==> src/rtl/nn_pkg.sv <==
// Shared widths, FSM encoding and constants for the activation write-back path.
package nn_pkg;

    localparam int unsigned X_ADDR_LEN = 10;
    localparam int unsigned X_DATA_LEN = 1;
    localparam int unsigned X_SEL_LEN  = 2;
    localparam int unsigned ALU_WIDTH  = 12;
    localparam int unsigned CNT_LEN    = 10;

    // Most-negative accumulator value: the starting point for the running max.
    localparam logic [ALU_WIDTH-1:0] ACC_MIN = {1'b1, {(ALU_WIDTH-1){1'b0}}};

    typedef enum logic [1:0] {
        StIdle = 2'd0,
        StRun  = 2'd1,
        StDone = 2'd2
    } wb_state_e;

endpackage

==> src/rtl/argmax_tracker.sv <==
// Running signed argmax over one layer. Outputs are the post-update view
// (this cycle's clear/compare already applied), so the parent can latch the
// final result on the same edge as the last accept.
module argmax_tracker
    import nn_pkg::*;
(
    input  logic                 clk,
    input  logic                 rst,
    input  logic                 clear,
    input  logic                 en,
    input  logic [CNT_LEN-1:0]   idx,
    input  logic [ALU_WIDTH-1:0] val,
    output logic [CNT_LEN-1:0]   max_idx,
    output logic [ALU_WIDTH-1:0] max_val
);

    logic [CNT_LEN-1:0]   idx_q, idx_d;
    logic [ALU_WIDTH-1:0] val_q, val_d;

    // Strict compare so ties keep the earlier index.
    always_comb begin
        idx_d = idx_q;
        val_d = val_q;
        if (clear) begin
            idx_d = '0;
            val_d = ACC_MIN;
        end else if (en && ($signed(val) > $signed(val_q))) begin
            idx_d = idx;
            val_d = val;
        end
    end

    // Running max registers.
    always_ff @(posedge clk) begin
        if (rst) begin
            idx_q <= '0;
            val_q <= ACC_MIN;
        end else begin
            idx_q <= idx_d;
            val_q <= val_d;
        end
    end

    assign max_idx = idx_d;
    assign max_val = val_d;

endmodule

==> src/rtl/act_writeback.sv <==
// Sign-activation write-back: takes accumulator results over valid/ready,
// writes one activation bit per neuron into the X bank and pulses layer_done
// with the last write. Define ARGMAX_EN to build the layer argmax tracker;
// without it argmax_idx/argmax_val read 0.
module act_writeback
    import nn_pkg::*;
(
    input  logic                  clk,
    input  logic                  rst,
    input  logic                  layer_start,
    input  logic [CNT_LEN-1:0]    layer_len,
    input  logic [X_ADDR_LEN-1:0] x_base,
    input  logic [X_SEL_LEN-1:0]  dst_sel,
    input  logic                  acc_valid,
    input  logic [ALU_WIDTH-1:0]  acc_data,
    output logic                  acc_ready,
    input  logic                  x_busy,
    output logic [X_ADDR_LEN-1:0] x_addr,
    output logic [X_DATA_LEN-1:0] x_data,
    output logic [X_SEL_LEN-1:0]  x_sel,
    output logic                  x_wq,
    output logic                  layer_done,
    output logic [CNT_LEN-1:0]    argmax_idx,
    output logic [ALU_WIDTH-1:0]  argmax_val
);

    wb_state_e             state_q, state_d;
    logic [CNT_LEN-1:0]    len_q, len_d;
    logic [X_ADDR_LEN-1:0] base_q, base_d;
    logic [X_SEL_LEN-1:0]  sel_q, sel_d;
    logic [CNT_LEN-1:0]    cnt_q, cnt_d;
    logic [X_ADDR_LEN-1:0] x_addr_q, x_addr_d;
    logic [X_DATA_LEN-1:0] x_data_q, x_data_d;
    logic [X_SEL_LEN-1:0]  x_sel_q, x_sel_d;
    logic                  x_wq_q, x_wq_d;
    logic                  accept;

    // Next-state, handshake and write-port logic.
    always_comb begin
        state_d    = state_q;
        len_d      = len_q;
        base_d     = base_q;
        sel_d      = sel_q;
        cnt_d      = cnt_q;
        x_addr_d   = x_addr_q;
        x_data_d   = x_data_q;
        x_sel_d    = x_sel_q;
        x_wq_d     = 1'b0;
        acc_ready  = 1'b0;
        accept     = 1'b0;
        layer_done = 1'b0;
        unique case (state_q)
            StIdle: begin
                if (layer_start) begin
                    len_d   = layer_len;
                    base_d  = x_base;
                    sel_d   = dst_sel;
                    cnt_d   = '0;
                    state_d = (layer_len == '0) ? StDone : StRun;
                end
            end
            StRun: begin
                acc_ready = ~x_busy;
                accept    = acc_valid & ~x_busy;
                if (accept) begin
                    // Address wraps modulo the X address space.
                    x_addr_d = base_q + X_ADDR_LEN'(cnt_q);
                    x_data_d = X_DATA_LEN'(!acc_data[ALU_WIDTH-1]);
                    x_sel_d  = sel_q;
                    x_wq_d   = 1'b1;
                    cnt_d    = cnt_q + CNT_LEN'(1);
                    if (cnt_d == len_q) begin
                        state_d = StDone;
                    end
                end
            end
            StDone: begin
                layer_done = 1'b1;
                state_d    = StIdle;
            end
            default: state_d = StIdle;
        endcase
    end

    // State and write-port registers.
    always_ff @(posedge clk) begin
        if (rst) begin
            state_q  <= StIdle;
            len_q    <= '0;
            base_q   <= '0;
            sel_q    <= '0;
            cnt_q    <= '0;
            x_addr_q <= '0;
            x_data_q <= '0;
            x_sel_q  <= '0;
            x_wq_q   <= 1'b0;
        end else begin
            state_q  <= state_d;
            len_q    <= len_d;
            base_q   <= base_d;
            sel_q    <= sel_d;
            cnt_q    <= cnt_d;
            x_addr_q <= x_addr_d;
            x_data_q <= x_data_d;
            x_sel_q  <= x_sel_d;
            x_wq_q   <= x_wq_d;
        end
    end

    assign x_addr = x_addr_q;
    assign x_data = x_data_q;
    assign x_sel  = x_sel_q;
    assign x_wq   = x_wq_q;

`ifdef ARGMAX_EN
    logic                 am_clear;
    logic                 am_load;
    logic [CNT_LEN-1:0]   am_idx;
    logic [ALU_WIDTH-1:0] am_val;
    logic [CNT_LEN-1:0]   argmax_idx_q;
    logic [ALU_WIDTH-1:0] argmax_val_q;

    assign am_clear = (state_q == StIdle) && layer_start;
    // DONE is only ever entered from IDLE or RUN, so this is the DONE-entry edge.
    assign am_load  = (state_d == StDone);

    argmax_tracker u_argmax_tracker (
        .clk     (clk),
        .rst     (rst),
        .clear   (am_clear),
        .en      (accept),
        .idx     (cnt_q),
        .val     (acc_data),
        .max_idx (am_idx),
        .max_val (am_val)
    );

    // Published result, held until the next layer completes.
    always_ff @(posedge clk) begin
        if (rst) begin
            argmax_idx_q <= '0;
            argmax_val_q <= '0;
        end else if (am_load) begin
            argmax_idx_q <= am_idx;
            argmax_val_q <= am_val;
        end
    end

    assign argmax_idx = argmax_idx_q;
    assign argmax_val = argmax_val_q;
`else
    // Only the sign bit of the result matters without the tracker.
    logic unused_acc_bits;
    assign unused_acc_bits = ^{accept, acc_data[ALU_WIDTH-2:0]};
    assign argmax_idx      = '0;
    assign argmax_val      = '0;
`endif

endmodule

==> config.mk <==
export PLATFORM = sky130hd
export DESIGN_NAME = act_writeback
export DESIGN_NICKNAME = d
export VERILOG_FILES = /design/src/rtl/nn_pkg.sv /design/src/rtl/argmax_tracker.sv /design/src/rtl/act_writeback.sv
export SDC_FILE = /design/constraint.sdc
export NUM_CORES = 1
export LEC_CHECK = 0
export ABC_AREA = 1
export BUFFER_PORTS_ARGS = -buffer_cell sky130_fd_sc_hd__buf_2
export CAP_MARGIN = 10
export CORE_AREA = 4 4 75 77
export DETAILED_ROUTE_END_ITERATION = 12
export DIE_AREA = 0 0 79 81
export GPL_TIMING_DRIVEN = 0
export HOLD_SLACK_MARGIN = 0.03
export PLACE_DENSITY = 0.83
export SYNTH_ARGS = -nofsm -noshare
export SYNTH_HDL_FRONTEND = slang
export SYNTH_SLANG_ARGS = --single-unit
==> constraint.sdc <==
create_clock -name clk -period 4.2 [get_ports clk]
set_clock_uncertainty 0.1 [all_clocks]
set_input_delay 0.42 -clock clk [delete_from_list [all_inputs] [get_ports clk]]
set_output_delay 0.42 -clock clk [all_outputs]
set_load 0.01 [all_outputs]
---- Word level (Yosys, flattened, before mapping) ----
Cells that the tools add are included.
Widths: inputs -> output; s select.
cells by class
  multiplexer cells ....................... 11
  reduce and logical (&&, ||, !) cells .... 9
  equal/unequal tests ..................... 6
  bitwise operators ....................... 3
  add/subtract/negate cells ............... 2
operators with widths
  kind                   count
  $mux 10                2
  $pmux 10 s2            1
  $add 10x1->10 const B  1
  $add 10x10->10         1
  $eq 10x10->1           1
  $logic_not 10->1       1
  $mux 2                 4
  $ne 2x2->1 const B     3
  $reduce_and 3->1       2
  $pmux 2 s2             1
  $reduce_and 2->1       2
  $mux 1                 3
  $eq 2x1->1 const B     1
  $eq 2x2->1 const B     1
  $logic_not 2->1        1
  $not 1->1              2
  $reduce_bool 2->1      1
  $reduce_or 2->1        1
  $and 1x1->1            1
  $logic_not 1->1        1
storage, ports and cells
  flip-flop bits (word level) ............. 48
  input port bits ......................... 39
  output and inout bits ................... 38
  logic and storage cells ................. 40

---- Longest topological paths before layout ----
Gate-level depths: netlist of the first run.
  depth in word-level cells ............... 5
  gate-level depth with buffers ........... 14
  depth with buffers taken out ............ 13

---- Least setup slack after synthesis of the first run ----
OpenSTA, ideal clock, no wires.
  path kind ............................... reg2reg
  start ................................... register base_q[0]
  end ..................................... register x_addr_q[6], in the netlist x_addr[6]
  required time ........................... 3985 ps
  clock period less this slack ............ 1785 ps
  stages on the path, launching flop included .. 11
  path buffers ............................ 0
  path slack .............................. 2415 ps
  arrival ................................. 1569 ps
  path through ............................ dfxtp_1 > ha_1 > fa_1 > nand3_1 > nand2_1 > a21oi_1 > nor2_1 > nor2_1 > xnor2_1 > o21ai_0 > inv_1
between the ends
  word-level cells in the longest chain between the ends .. 1
RTL lines
  element                   RTL line              RTL
  start: declaration        act_writeback.sv:29   logic [X_ADDR_LEN-1:0] base_q, base_d;
  start signal: assignment  act_writeback.sv:100  base_q <= base_d;
  $add 10x10->10            act_writeback.sv:67   x_addr_d = base_q + X_ADDR_LEN'(cnt_q);
  end signal: assignment    act_writeback.sv:103  x_addr_q <= x_addr_d;
  end: declaration          act_writeback.sv:32   logic [X_ADDR_LEN-1:0] x_addr_q, x_addr_d;
No other way between the ends.
A chain may end at the register's enable or synchronous reset.

---- Final worst setup path of the first run ----
  start ................................... register cnt_q[2]
  end ..................................... register x_addr_q[7], in the netlist x_addr[7]
between the ends
  word-level cells in the longest chain between the ends .. 1
RTL lines
  element                   RTL line              RTL
  start: declaration        act_writeback.sv:31   logic [CNT_LEN-1:0] cnt_q, cnt_d;
  start signal: assignment  act_writeback.sv:102  cnt_q <= cnt_d;
  $add 10x10->10            act_writeback.sv:67
No other way between the ends.

==> metrics.txt, run 1 <==
status=finished clean; final hold violations=0; worst r2r path cells=9; count of pins over their slew limit=0; Netlist Area Pre-Place=2710 µm²; Setup TNS=0 ps; switch share=28.2%; GPL Wtd Cong=0.889; Crit Path Category=register to register; Pleak=0.00160 µW; antenna viol nets, final=0; RSZ-0062 raised after global routing=no; worst endpoint required time=4310 ps; mean post-synth cell area=6.82 µm²; largest net degree at the start of global routing=16; DRC Markers=0; clock latency on the worst-skew pair=310 ps; Clock Path Buffers=2; Critical Path Fanout Max=6; sequential area share after synthesis=35.5%; startpoint types=register; CTS root buffer=clkbuf_8; clock network power share=32.9%; FMAX=487 MHz; Final Critical Period=2060 ps; Worst Setup End Kind=register; Flop pwr share=49.3%; Worst-Margin Slew=513 ps; drt initial violations=201; R2R Path Start=cnt_q[2]; routed via count=2657; initial antenna violation count=0; Clock Pin Slew Worst Setup and Hold Paths=90 ps; crit-path leading delay family=compound AO/OA/AOI/OAI gates; reg2reg end=x_addr[7]; final setup vio count=0; number of synthesized register bits=48; number of global-route vias before repair=2483; Post CTS Setup Buffer Count=0; Critical Path AT=2160 ps; DP Wirelength=4920 µm; clock sinks=48; P_sw=287 µW; synth warn=0; slew margin rel.=65.8%; Post-CTS Hold Buffers=0; final WL=6310 µm; Cell Rows=26; H-tree levels=2; vias per std cell=4.94; Total Power=1020 µW; count of different cell masters after synthesis=32; max cap viols=0; core area=5010 µm²; Hold EP=x_data; Hold WC Path Type=input port to register; synthesized netlist cell count=397; slowest stage delay, CP=460 ps; DIE WIDTH=79 µm; Initial Utilization=54.0%; Nets=517; Die ar.=6400 µm²; Critical Path Slowest Stage Cell=dfxtp_1; Area Overhead vs Synth=18.0%; CTS tree=yes; drt pass-1 iters=4; number of port buffers=42; DIE HEIGHT=81 µm; CP Cell Sequence=ha_1, a21oi_1, nand2_1, a21oi_1, nor2_1, nor2_1, xnor2_1, o21ai_0, inv_1; Pwr Density=319 nW/µm²; Worst R2R Setup Slack=2140 ps; n_diodes=0; first-pass GRT wire length=10800 µm; # resized after CTS=0; Num CTS Buffers=5; GR Util All Layers=21.3%; P_int=733 µW; share of cells above drive strength 1=17.9%; HP Start=acc_data[11]; drt wl/cell=11.7 µm; grt ovf=0; Max IR drop VDD=222 µV; Hold Crit Depth=2; IO Pins=77; part of the power in combinational logic=17.7%; fin crit share=48.9%; crit path buf inv count=1
## per-stage QoR
stage	cells	utilization, %	hold WS (ps)	cell area (µm²)	setup WS, ps
2_1_floorplan	418	-	343	2790	2420
3_3_place_gp	530	61.5	361	3080	2240
3_5_place_dp	530	61.5	369	3080	2190
4_1_cts	538	63.8	177	3190	2180
5_1_grt	538	63.8	176	3190	1910
6_report	538	63.8	180	3190	2140
## worst register-to-register path, cell delays in order (launching register included)
cell	delay, ps
dfxtp_1	460
ha_1	340
a21oi_1	230
nand2_1	120
a21oi_1	250
nor2_1	70
nor2_1	120
xnor2_1	70
o21ai_0	130
inv_1	50
## cell usage after synthesis, drive strengths merged
library cell | n | area, µm²
clkbuf | 9 | 33.8
xor2 | 5 | 43.8
xnor2 | 4 | 35.0
fa | 1 | 20.0
nand3 | 27 | 140
a21oi | 26 | 130
o211ai | 3 | 22.5
nand4 | 4 | 25.0
nor4 | 2 | 12.5
a31oi | 1 | 6.26
conb | 1 | 3.75
ha | 10 | 125
dfxtp | 48 | 961
nor2 | 73 | 289
nor3 | 1 | 5.00
nand3b | 1 | 7.51
buf | 27 | 191
inv | 42 | 158
nand2 | 65 | 246
or2 | 2 | 12.5
o31ai | 2 | 15.0
o21ai | 40 | 200
a21o | 3 | 22.5
## cells in the final DEF (no fill, tap or decap), types with 2 or more instances in the layout
master | Yosys | routed
o21ai_0 | 39 | 39
buf_2 | 3 | 45
conb_1 | 1 | 22
a21o_1 | 3 | 3
a21oi_1 | 26 | 26
inv_1 | 41 | 41
dfxtp_1 | 48 | 48
o31ai_1 | 2 | 2
ha_1 | 10 | 10
nand4_1 | 4 | 4
o211ai_1 | 3 | 3
clkbuf_8 | 0 | 5
xor2_1 | 5 | 5
nand2_1 | 64 | 64
clkbuf_1 | 9 | 9
nand3_1 | 26 | 26
xnor2_1 | 4 | 4
nor2_2 | 3 | 3
buf_4 | 23 | 23
nor2_1 | 69 | 69
nor4_1 | 2 | 2
## worst max path at each step
stage | start | end | slack, ps | cells past startpoint
2_1_floorplan | base_q[0] | x_addr[6] | 2420 | 10
3_3_place_gp | cnt_q[2] | x_addr[7] | 2240 | 9
3_5_place_dp | cnt_q[2] | x_addr[7] | 2190 | 9
4_1_cts | cnt_q[2] | x_addr[7] | 2180 | 9
5_1_grt | cnt_q[2] | x_addr[7] | 1910 | 9
6_report | cnt_q[2] | x_addr[7] | 2140 | 9
## area by class of cell
type / instances / area, µm²
inverter: 42 / 158
clock inverter: 3 / 42.5
buffer: 36 / 225
fill: 482 / 1820
tap: 70 / 87.6
sequential: 48 / 961
multi-input combinational: 292 / 1440
clock buffer: 5 / 68.8
timing repair buffer: 42 / 210
## cells by family after synthesis
group	after synthesis	share of synthesized area (%)
compound gates	75	14.7
other cells	1	0.139
xor+xnor	9	2.91
flops	48	35.5
buf+inv	78	14.1
simple gates	175	27.3
fa+ha+maj	11	5.36
## power groups by stage
stage	Sequential [µW]	Combinational [µW]	Clock (µW)
4_1_cts	503	181	342
3_5_place_dp	514	180	0
2_1_floorplan	512	129	0
5_1_grt	507	208	364
6_report	503	181	336
3_3_place_gp	513	174	0
## layer usage
layer,vias up,track usage [%],wire length (µm)
li1,1376,-,-
met1,1183,24.9,2750
met2,82,38.2,3000
met3,16,3.88,399
met4,0,9.11,156
met5,-,0,0
## state kept, by name (all words and copies together) (netlist names)
register / cells
base_q: 10
cnt_q: 10
len_q: 10
x_addr: 10
sel_q: 2
state_q: 2
x_sel: 2
x_data: 1
x_wq: 1
(Power assumes the default switching activity.)
==> run 2, diff against run 1 <==
--- a/config.mk
+++ b/config.mk
@@ -5,15 +5,15 @@
 export SDC_FILE = /design/constraint.sdc
 export NUM_CORES = 1
 export LEC_CHECK = 0
-export ABC_AREA = 1
+export ABC_AREA = 0
 export BUFFER_PORTS_ARGS = -buffer_cell sky130_fd_sc_hd__buf_2
 export CAP_MARGIN = 10
-export CORE_AREA = 4 4 75 77
+export CORE_AREA = 4 4 78 80
 export DETAILED_ROUTE_END_ITERATION = 12
-export DIE_AREA = 0 0 79 81
+export DIE_AREA = 0 0 82 84
 export GPL_TIMING_DRIVEN = 0
 export HOLD_SLACK_MARGIN = 0.03
-export PLACE_DENSITY = 0.83
+export PLACE_DENSITY = 0.77
 export SYNTH_ARGS = -nofsm -noshare
 export SYNTH_HDL_FRONTEND = slang
 export SYNTH_SLANG_ARGS = --single-unit
==> constraint.sdc (replaced) <==
create_clock -name clk -period 2.2 [get_ports clk]
set_clock_uncertainty 0.1 [all_clocks]
set_input_delay 0.22 -clock clk [delete_from_list [all_inputs] [get_ports clk]]
set_output_delay 0.22 -clock clk [all_outputs]
set_load 0.01 [all_outputs]
==> metrics.txt, run 2 <==
status=finished clean; part of the power in combinational logic=15.4% (-2.3 points); vias per std cell=5.16 (+4.4%); Hold WC Path Type=input port to register; Pwr Density=532 nW/µm² (+66%); count of pins over their slew limit=0 (unchanged); pre-CTS setup slack=-164 ps (-2350 ps); final hold violations=0 (unchanged); routed via count=2517 (-5.3%); slowest stage delay, CP=410 ps (-50 ps); drt initial violations=125 (-38%); CTS tree=yes; RSZ-0062 raised after global routing=yes; Post-synth top cells=nand2_1, dfxtp_1, a21oi_1, buf_4, nor2_1; Synth async-reset ratio=0% (unchanged); Area Overhead vs Synth=19.6%; drt pass-1 iters=4 (unchanged); P_int=1230 µW (+68%); count leader, synth=nand2_1; drt wl/cell=13.4 µm (+15%); IO Pins=77 (unchanged); DP Wirelength=5020 µm (+2.2%); Netlist Area Pre-Place=2710 µm² (about the same); DIE WIDTH=82 µm (+3.8%); synthesized netlist cell count=341 (-14%); P_sw=487 µW (+70%); Critical Path AT=2260 ps (+100 ps); number of port buffers=43 (+2.4%); Hold Crit Depth=3 (+1); CP Cell Sequence=ha_2, nand3_2, or3_4, a2111oi_4, nand3_1, o31a_1; number of synthesized register bits=48 (unchanged); final WL=6560 µm (+4.0%); Clock Path Buffers=2 (unchanged); Max IR drop VDD=397 µV (+79%); Crit Path Category=register to register; DP Area=3100 µm² (+0.49%); Critical Path Fanout Max=7 (+1); Pleak=0.00144 µW (-9.9%); switch share=28.3% (+0.16 points); final core utilization=59.9% (-3.9 points); number of global-route vias before repair=2318 (-6.6%); post-synth top area cell=dfxtp_1; Top FF cell, synth=dfxtp_1; Critical Path Slowest Stage Cell=dfxtp_4; mean post-synth cell area=7.93 µm² (+16%); Num CTS Buffers=5 (unchanged); largest net degree at the start of global routing=16 (unchanged); Die ar.=6890 µm² (+7.6%); FMAX=461 MHz (-5.3%); startpoint types=register; Post-synth EDFFs=0 (unchanged); worst r2r path cells=6 (-3); share of cells above drive strength 1=22.6% (+4.6 points); clock latency on the worst-skew pair=300 ps (about the same); slew margin rel.=62.8% (-3.0 points); grt ovf=0 (unchanged); DRC Markers=0 (unchanged); CTS root buffer=clkbuf_8; first-pass GRT wire length=10700 µm (-1.0%); core area=5410 µm² (+7.9%); Flop pwr share=53.8% (+4.5 points); Setup WS post-layout=30.3 ps (-2110 ps); DIE HEIGHT=84 µm (+3.7%); fin crit share=98.6% (+50 points); final instance area=3240 µm² (+1.3%); commonest non-fill, non-tap cell in the layout=nand2_1; Worst-Margin Slew=558 ps (+44.3 ps); Initial Utilization=50.0% (-4.0 points); H-tree levels=2 (unchanged); initial antenna violation count=0 (unchanged); worst endpoint required time=2290 ps (-2020 ps); clock sinks=48 (unchanged); n_diodes=0 (unchanged); final setup vio count=0 (unchanged); count of different cell masters after synthesis=51 (+59%); antenna viol nets, final=0 (unchanged); GR Util All Layers=19.7% (-1.7 points); clock network power share=30.8% (-2.1 points); filler cell count in the final layout=538 (+12%); post-synth top area share=35.5% (about the same); sequential area share after synthesis=35.5% (about the same); GPL Wtd Cong=0.904 (+1.7%); max cap viols=0 (unchanged); Clock Pin Slew Worst Setup and Hold Paths=90 ps (about the same); Synth area leaders=dfxtp_1, nand2_1, a21oi_1; Worst Setup End Kind=register; synth warn=0 (unchanged); commonest cells after routing, fill and taps aside=nand2_1, dfxtp_1, buf_2; Nets=465 (-10%); Final Critical Period=2170 ps (+114 ps); Cell Rows=27 (+3.8%)
-- run 2: final timing paths --
| path | slack [ps] | endpoint | start |
|---|---|---|---|
| setup / recovery | 30 | state_q[0] | cnt_q[1] |
| hold reg to reg | 350 | x_addr[3] | x_addr[3] |
| hold / removal | 50 | base_q[5] | x_base[5] |
| setup reg to reg | 30 | state_q[0] | cnt_q[1] |
-- run 2: critical path, delay by kind of cell, from the launching register on --
| family | cells | cell delay (ps) |
|---|---|---|
| adder cells (fa/ha/maj) | 1 | 250 |
| AO/OA/AOI/OAI | 2 | 650 |
| AND/OR/NAND/NOR | 3 | 660 |
| flip-flops | 1 | 410 |
-- run 2: kinds of logic after synthesis --
| kind of cell | share of synthesized area (%) |
|---|---|
| AOI/OAI and AO/OA | 20.6 |
| buffers and inverters | 9.67 |
| other | 0.139 |
| DFF | 35.5 |
| adders and majority gates | 5.37 |
| xor gates and xnor gates | 5.18 |
| and+or+nand+nor | 23.5 |
-- run 2: cell type report --
cell class / count / area [µm²] / share of cell area, %
Buffer: 41 / 250 / 7.73
Clock buffer: 5 / 68.8 / 2.13
Clock inverter: 3 / 18.8 / 0.580
Inverter: 3 / 11.3 / 0.348
Multi-Input combinational cell: 270 / 1590 / 49.1
Sequential cell: 48 / 968 / 29.9
Tap cell: 72 / 90.1 / 2.78
Timing Repair Buffer: 46 / 240 / 7.42
-- run 2: timing repair --
item / in CTS / in global routing
endpoints found under the setup margin: 3 / 2
buffers inserted: 1 / 1
cloned: 0 / 0
resized for setup: 7 / 0
pin swaps: 1 / 3
hold buffers: 1 / 0
hold endpoints to repair: 1 / 0
-- run 2: metrics by stage --
step / std cells / hold WS, ps / TNS [ps] / power, µW
2_1_floorplan: 362 / 216 / 0 / 1130
3_3_place_gp: 477 / 300 / -341 / 1200
3_5_place_dp: 477 / 312 / -419 / 1210
4_1_cts: 487 / 37.5 / 0 / 1730
5_1_grt: 488 / 36.5 / -39.9 / 1810
6_report: 488 / 47.6 / 0 / 1720
-- run 2: metal layers --
| metal | vias up | GRT usage [%] | wire [µm] |
|---|---|---|---|
| met5 | - | 0 | 0 |
| met3 | 15 | 3.78 | 430 |
| li1 | 1298 | - | - |
| met2 | 73 | 31.2 | 3060 |
| met1 | 1131 | 25.9 | 2930 |
| met4 | 0 | 7.55 | 144 |
-- run 2: power by group through the flow --
stage               Sequential (µW)  Clock, µW  Combinational (µW)
floorplan                       942          0                 184
global placement                947          0                 253
detailed placement              948          0                 259
CTS                             926        537                 263
global route                    930        584                 297
finish                          925        530                 265
==> run 3, diff against run 2 <==
--- a/config.mk
+++ b/config.mk
@@ -6,14 +6,13 @@
 export NUM_CORES = 1
 export LEC_CHECK = 0
 export ABC_AREA = 0
-export BUFFER_PORTS_ARGS = -buffer_cell sky130_fd_sc_hd__buf_2
+export BUFFER_PORTS_ARGS = -buffer_cell sky130_fd_sc_hd__buf_4
 export CAP_MARGIN = 10
-export CORE_AREA = 4 4 78 80
+export CORE_AREA = 4 4 93 95
 export DETAILED_ROUTE_END_ITERATION = 12
-export DIE_AREA = 0 0 82 84
+export DIE_AREA = 0 0 97 99
 export GPL_TIMING_DRIVEN = 0
 export HOLD_SLACK_MARGIN = 0.03
-export PLACE_DENSITY = 0.77
 export SYNTH_ARGS = -nofsm -noshare
 export SYNTH_HDL_FRONTEND = slang
 export SYNTH_SLANG_ARGS = --single-unit
==> metrics.txt, run 3 (same netlist as run 2, synthesis figures left out) <==
slew margin rel.=65.3% (+2.5 points); FMAX=474 MHz (+2.9%); Pleak=0.00147 µW (+2.2%); GPL Wtd Cong=0.846 (-6.4%); drt initial violations=119 (-4.8%); Nets=467 (+0.43%); status=finished clean; reg2reg end=x_addr[8]; number of port buffers=43 (unchanged); worst endpoint required time=2310 ps (+20 ps); Critical Path Slowest Stage Cell=dfxtp_4; CP Cell Sequence=ha_4, fa_2, a21o_1, a21o_1, a2111oi_4, o21ai_1, a311oi_1; GR Util All Layers=14.6% (-5.1 points); DIE HEIGHT=99 µm (+18%); Worst Setup End Kind=register; count of pins over their slew limit=0 (unchanged); DRC Markers=0 (unchanged); n_diodes=0 (unchanged); CTS tree=yes; clock latency on the worst-skew pair=300 ps (about the same); Critical Path AT=2220 ps (-40 ps); Num CTS Buffers=5 (unchanged); initial antenna violation count=0 (unchanged); final instance area=3420 µm² (+5.7%); Initial Utilization=35.0% (-15 points); R2R Path Start=cnt_q[0]; fin crit share=95.8% (-2.8 points); final setup vio count=0 (unchanged); drt wl/cell=13.3 µm (-1.2%); Critical Path Fanout Max=4 (-3); Final Critical Period=2110 ps (-62.0 ps); share of cells above drive strength 1=22.7% (+0.13 points); clock sinks=48 (unchanged); Hold Crit Depth=3 (unchanged); Setup TNS=0 ps (unchanged); drt pass-1 iters=4 (unchanged); Area Overhead vs Synth=26.4%; Worst R2R Setup Slack=90 ps (+60 ps); first-pass GRT wire length=11400 µm (+6.5%); final core utilization=44.3% (-16 points); RSZ-0062 raised after global routing=yes; commonest cells after routing, fill and taps aside=buf_4, nand2_1, dfxtp_1; core area=7730 µm² (+43%); Clock Path Buffers=2 (unchanged); final hold violations=0 (unchanged); number of global-route vias before repair=2362 (+1.9%); Max IR drop VDD=227 µV (-43%); DP Wirelength=5390 µm (+7.4%); Hold WC Path Type=input port to register; max cap viols=0 (unchanged); commonest non-fill, non-tap cell in the layout=buf_4; H-tree levels=2 (unchanged); vias per std cell=4.84 (-6.1%); CTS root buffer=clkbuf_8; grt ovf=0 (unchanged); largest net degree at the start of global routing=14 (-2); DIE WIDTH=97 µm (+18%); Worst-Margin Slew=521 ps (-36.8 ps); Finished Layout Cells=520 (+6.6%); Hold EP=base_q[0]; routed via count=2519 (+0.079%); slowest stage delay, CP=380 ps (-30 ps); placed cell count=507 (+6.3%); CP dominant cell by count=a21o_1; DP Area=3240 µm² (+4.7%); Clock Pin Slew Worst Setup and Hold Paths=90 ps (about the same); antenna viol nets, final=0 (unchanged); Die ar.=9600 µm² (+39%); IO Pins=77 (unchanged); final WL=6910 µm (+5.3%); Pwr Density=513 nW/µm² (-3.5%); HP Start=x_base[0]; Crit Path Category=register to register; startpoint types=register; worst r2r path cells=7 (+1); Cell Rows=32 (+19%)
-- run 3: cell count changes in the layout (fill, tap and decap cells not counted), sizes merged --
| cell | change |
|---|---|
| buf | +2 |
| clkinv | -3 |
| clkbuf | +3 |
-- run 3: worst max-delay path by stage --
stage | start | end | slack [ps]
after global routing | cnt_q[0] | x_addr[8] | -9
after CTS | cnt_q[1] | state_q[0] | -6
after detailed placement | cnt_q[0] | x_addr[8] | -200
after global placement | cnt_q[0] | x_addr[8] | -130
after floorplan | cnt_q[0] | x_addr[8] | 0.07
final | cnt_q[0] | x_addr[8] | 90
-- run 3: metrics by stage --
step	total power (µW)	setup slack, ps	hold slack, ps
2_1_floorplan	1130	0.0684	216
3_3_place_gp	1220	-135	301
3_5_place_dp	1230	-203	309
4_1_cts	1780	-5.68	46.6
5_1_grt	1850	-9.45	44.0
6_report	1750	92.3	53.7
-- run 3: critical path, delay by kind of cell (launching register included) --
kind / cells / cell delay [ps]
flip-flops: 1 / 380
AO/OA/AOI/OAI: 5 / 1010
adder cells (fa/ha/maj): 2 / 530
-- run 3: layout make-up --
class                      instances  area (µm²)
multi-input combinational        270        1610
fill                             795        4310
sequential                        48         970
clock buffer                       8        90.1
tap                              102         128
inverter                           3        11.3
timing repair buffer              48         363
buffer                            41         250
-- run 3: per-layer routing --
metal  share of wire, %  vias to the layer above  routed length [µm]  global-route usage [%]
li1                   -                     1303                   -                       -
met1                 44                     1146                3060                    18.8
met2                 49                       64                3380                    25.2
met3                5.3                        6                 368                    2.34
met4                1.4                        0                  95                    4.21
met5                  0                        -                   0                       0
-- run 3: repair_timing --
action,in CTS,in global routing
hold endpoints to repair,1,0
resized for setup,7,3
setup endpoints to repair,3,3
pin swaps,2,4
setup buffers,3,1
hold buffers,1,0
-- run 3: power by group --
part | internal (µW) | total [µW] | switching, µW
sequential | 900 | 927 | 26.4
combinational | 129 | 283 | 154
clock | 257 | 545 | 288
